**src/rtl/pipe_skid_reg.sv**
```systemverilog
// Elastic pipeline-stage register built as a two-entry skid buffer.
// M is always the head entry. S catches the one extra entry that arrives
// while the downstream stage stalls. All outputs come straight from
// registers, so in_ready never depends combinationally on out_ready.
module pipe_skid_reg #(
  parameter int WIDTH          = 32,
  parameter bit CLEAR_ON_FLUSH = 1'b1
) (
  input  logic             clk,
  input  logic             rst,
  input  logic             flush,
  input  logic             in_valid,
  output logic             in_ready,
  input  logic [WIDTH-1:0] in_data,
  output logic             out_valid,
  input  logic             out_ready,
  output logic [WIDTH-1:0] out_data,
  output logic [1:0]       count
);

  // Occupancy doubles as the count output.
  typedef enum logic [1:0] {
    EMPTY = 2'd0,
    ONE   = 2'd1,
    FULL  = 2'd2
  } occ_e;

  occ_e             state_p0;
  logic [WIDTH-1:0] m_p0;
  logic [WIDTH-1:0] s_p0;
  logic             accept;
  logic             pop;

  assign in_ready  = (state_p0 != FULL);
  assign out_valid = (state_p0 != EMPTY);
  assign out_data  = m_p0;
  assign count     = state_p0;

  assign accept = in_valid & in_ready;
  assign pop    = out_valid & out_ready;

  // Occupancy FSM: reset beats flush, and flush beats any handshake.
  always_ff @(posedge clk) begin
    if (rst) begin
      state_p0 <= EMPTY;
    end else if (flush) begin
      state_p0 <= EMPTY;
    end else begin
      case (state_p0)
        EMPTY: if (accept) state_p0 <= ONE;
        ONE: begin
          if (accept && !pop)      state_p0 <= FULL;
          else if (!accept && pop) state_p0 <= EMPTY;
        end
        FULL:    if (pop) state_p0 <= ONE;
        default: state_p0 <= EMPTY;
      endcase
    end
  end

  // Payload storage. In FULL, a pop promotes S into M. Otherwise an
  // accepted entry goes to M when M is free or is being popped, and to S
  // when M is still occupied.
  always_ff @(posedge clk) begin
    if (rst) begin
      m_p0 <= '0;
      s_p0 <= '0;
    end else if (flush) begin
      if (CLEAR_ON_FLUSH) begin
        m_p0 <= '0;
        s_p0 <= '0;
      end
    end else if (state_p0 == FULL) begin
      if (pop) m_p0 <= s_p0;
    end else if (accept) begin
      if (state_p0 == EMPTY || pop) m_p0 <= in_data;
      else                          s_p0 <= in_data;
    end
  end

endmodule

```
**config.mk**
```make
export PLATFORM = sky130hd
export DESIGN_NAME = pipe_skid_reg
export DESIGN_NICKNAME = d
export VERILOG_FILES = /design/src/rtl/pipe_skid_reg.sv
export SDC_FILE = /design/constraint.sdc
export NUM_CORES = 1
export LEC_CHECK = 0
export BUFFER_PORTS_ARGS = -buffer_cell sky130_fd_sc_hd__buf_2
export CORE_AREA = 2 2 90 84
export CTS_CLUSTER_DIAMETER = 30
export DETAILED_ROUTE_END_ITERATION = 16
export DIE_AREA = 0 0 92 86
export PLACE_DENSITY = 0.64
export RECOVER_POWER = 50
export SKIP_LAST_GASP = 1
export SLEW_MARGIN = 20
export SYNTH_ARGS = -nofsm -noshare
export SYNTH_HDL_FRONTEND = slang
export SYNTH_SLANG_ARGS = --single-unit
```
**constraint.sdc**
```tcl
create_clock -name clk -period 1.85 [get_ports clk]
set_input_delay 0.37 -clock clk [delete_from_list [all_inputs] [get_ports clk]]
set_output_delay 0.37 -clock clk [all_outputs]
set_load 0.005 [all_outputs]
```
==> flow_metrics.env <==
export IMPL_run_status="complete, no violations"
export IMPL_minimum_clock_period_after_layout_ps=1710
export IMPL_cts_clk_slew_worst_paths_ps=70
export IMPL_synthesis_area_um2=3050
export IMPL_gp_congestion=0.759
export IMPL_power_net_switching_mw=0.748
export IMPL_finalCoreUtilization_pct=52.1
export IMPL_worst_hold_slack_ps=279
export IMPL_timing_max_slew_rel_slack_pct=52.0
export IMPL_slowest_delay_ps=460
export IMPL_root_buffer="clkbuf_8"
export IMPL_clock_fmax_mhz=586
export IMPL_initialDrtViolationCount=135
export IMPL_num_nets_final=410
export IMPL_synth_enable_flop_cells=0
export IMPL_area_growth_pct=17.7
export IMPL_grt_first_pass_wirelength_mm=11.3
export IMPL_ant_nets=0
export IMPL_mappedNetlistNets=349
export IMPL_core_ar_um2=6890
export IMPL_rsz0062_at_grt="no"
export IMPL_placed_cells=454
export IMPL_post_cts_setup_buffers=0
export IMPL_die_height_um=86
export IMPL_port_buffers=72
export IMPL_worstPathBufferInverterCount=0
export IMPL_post_route_period_util_pct=92.2
export IMPL_postSynth_topFlopCell="dfxtp_1"
export IMPL_hold_violations=0
export IMPL_clock_tree_htree_level_count=3
export IMPL_grt_start_max_net_pins=38
export IMPL_avgSynthCellArea_um2=9.80
export IMPL_postCtsHoldBufs=0
export IMPL_power_static_leakage_nw=1.52
export IMPL_initial_utilization_pct=44.2
export IMPL_count_of_standard_cell_rows=29
export IMPL_finalMaxSlewViolations=0
export IMPL_postSynthRegisterBits=66
export IMPL_fin_worst_skew_ps=6.19
export IMPL_synthesis_yosys_warnings=0
export IMPL_worst_slew_pin_transition_ps=720
export IMPL_layoutNonFillerInstCount=469
export IMPL_post_cts_resized_instances=0
export IMPL_die_x_um=92
export IMPL_ioPinCount=73
export IMPL_final_setup_worst_slack_ps=145
export IMPL_num_cts_buffers=9
export IMPL_die_area_um2=7910
export IMPL_pwr_total_mw=2.91
export IMPL_dp_hpwl_mm=4.57
export IMPL_timing_critical_path_from_type="flip-flop"
export IMPL_hold_path_cell_count=3
export IMPL_remaining_drc_errors=0
export IMPL_critPathArrivalTime_ps=1950
export IMPL_seq_power_share_pct=51.2
export IMPL_drt_total_wl_mm=7.16
export IMPL_post_route_cells_drive_above_1_share_pct=31.6
export IMPL_worst_hold_path_type="in -> reg"
export IMPL_rrSetupSlack_ps=140
export IMPL_finish_instance_area_um2=3590
export IMPL_aggregate_negative_setup_slack_ps=0
export IMPL_crit_slowest_cell="mux2_4"
export IMPL_grt_use_total_pct=18.0
export IMPL_timing_critical_path_required_ps=2100
export IMPL_route_detailed_vias_per_inst=5.57
export IMPL_power_frac_comb_pct=12.7
export IMPL_worstSkewPairLatency_ps=330
export IMPL_ctsLongestPathBuffers=2
export IMPL_num_vias=2610
export IMPL_synth_distinct_cells=22
export IMPL_cts_tree="built"
export IMPL_timing_critical_path_max_delay_family="compound AO/OA/AOI/OAI gates"
export IMPL_number_of_violations_of_the_max_capacitance_limit=0
export IMPL_critPathCaptureType="flip-flop"
export IMPL_r2r_cells=3
export IMPL_place_ws_ps=138
export IMPL_cp_max_fo=32
export IMPL_numClockSinks=66
export IMPL_leftover_overflow_at_the_end_of_global_routing=0
export IMPL_syn_inst=311
export IMPL_clock_power_share_pct=36.1
export IMPL_synth_sequential_area_ratio_pct=43.3
export IMPL_grt_pass1_vias=2209
export IMPL_setup_violations_final=0
export IMPL_power_per_cell_area_nw_per_um2=812
export IMPL_avgRoutedWirePerCell_um=15.3
export IMPL_stages_on_worst_setup_path=3
export IMPL_cell_internal_pwr_mw=2.16
export IMPL_critPathKind="reg -> reg"
export IMPL_timing_critical_path_cells="mux2_4 > a22o_4 > a211oi_1"
export IMPL_placement_cell_area_um2=3440
export IMPL_ir_worst_vdd_uv=431
export IMPL_switching_share_pct=25.7
export IMPL_drt_pass1_iter_count=4
export IMPL_async_reset_ff_share_pct=0
export IMPL_antennaDiodeCount=0
export IMPL_number_of_antenna_violations_at_the_first_check_in_global_routing=0
## cells in the final DEF (no fill, tap or decap), drive strengths merged, types with 2 or more instances in the layout
master | synthesis | routed
a211oi | 32 | 32
a21oi | 32 | 32
a221oi | 32 | 32
buf | 18 | 68
clkbuf | 17 | 29
clkinv | 0 | 3
dfxtp | 66 | 66
inv | 2 | 2
mux2i | 33 | 33
nand2 | 65 | 65
nand3b | 2 | 2
nor2 | 2 | 2
o22a | 2 | 2
or2 | 2 | 2
## final cells by class
type | count | area (um^2)
clock inverters | 3 | 15.0
inverters | 2 | 7.51
flip-flops and latches | 66 | 1320
multi-input cells | 208 | 1530
fillers | 648 | 3310
repair buffers | 85 | 447
well taps | 93 | 116
clock buffers | 12 | 155
## path summary, 6_finish.rpt
kind / endpoint / from
worst min-delay path: s_p0[15]$_SDFFE_PP0P_ / in_data[15]
worst max register to register: out_data[4]$_SDFFE_PP0P_ / count[1]$_SDFFE_PP0P_
worst max-delay path: out_data[4]$_SDFFE_PP0P_ / count[1]$_SDFFE_PP0P_
worst min register to register: s_p0[19]$_SDFFE_PP0P_ / s_p0[19]$_SDFFE_PP0P_
## synthesized netlist by cell type (all sizes together), types with 2 or more instances
master,instances,share of area [%]
o22a,2,0.57
dfxtp,66,43
a211oi,32,13
nand2,65,8.0
mux2i,33,11
or2,2,0.41
clkbuf,17,2.1
nor2,2,0.25
nand3b,2,0.49
buf,18,4.3
a21oi,32,5.3
a221oi,32,9.2
inv,2,0.25
## cells by family (layout without fill, tap and decap cells)
kind of cell | count (synthesis) | count (layout) | share of synthesized area [%]
AO/OA/AOI/OAI | 99 | 99 | 28.4
AND/OR/NAND/NOR | 74 | 74 | 9.85
flip-flops | 66 | 66 | 43.3
buffers and inverters | 37 | 102 | 6.65
multiplexers | 34 | 34 | 11.3
adder cells (fa/ha/maj) | 1 | 1 | 0.410
## registers in the layout (all words and copies together) (netlist names)
| name | cells |
|---|---|
| count | 2 |
| out_data | 32 |
| s_p0 | 32 |
## power groups by stage
stage / Combinational [mW] / Clock (mW) / Sequential [mW]
2_1_floorplan: 0.250 / 0 / 1.52
3_3_place_gp: 0.372 / 0 / 1.52
3_5_place_dp: 0.378 / 0 / 1.52
4_1_cts: 0.378 / 1.08 / 1.49
5_1_grt: 0.406 / 1.14 / 1.49
6_report: 0.369 / 1.05 / 1.49
## worst reg2reg max path: stages, from the launching register on
cell,delay [ps]
dfxtp_1,440
mux2_4,460
a22o_4,460
a211oi_1,260
## layer usage
metal / track usage [%] / up-vias / share of wire [%]
met2: 27.3 / 78 / 46
met5: 0 / - / 0
met1: 24.9 / 1256 / 47
met3: 5.45 / 7 / 5.7
li1: - / 1269 / -
met4: 5.29 / 0 / 0.98
(Power assumes the default switching activity.)
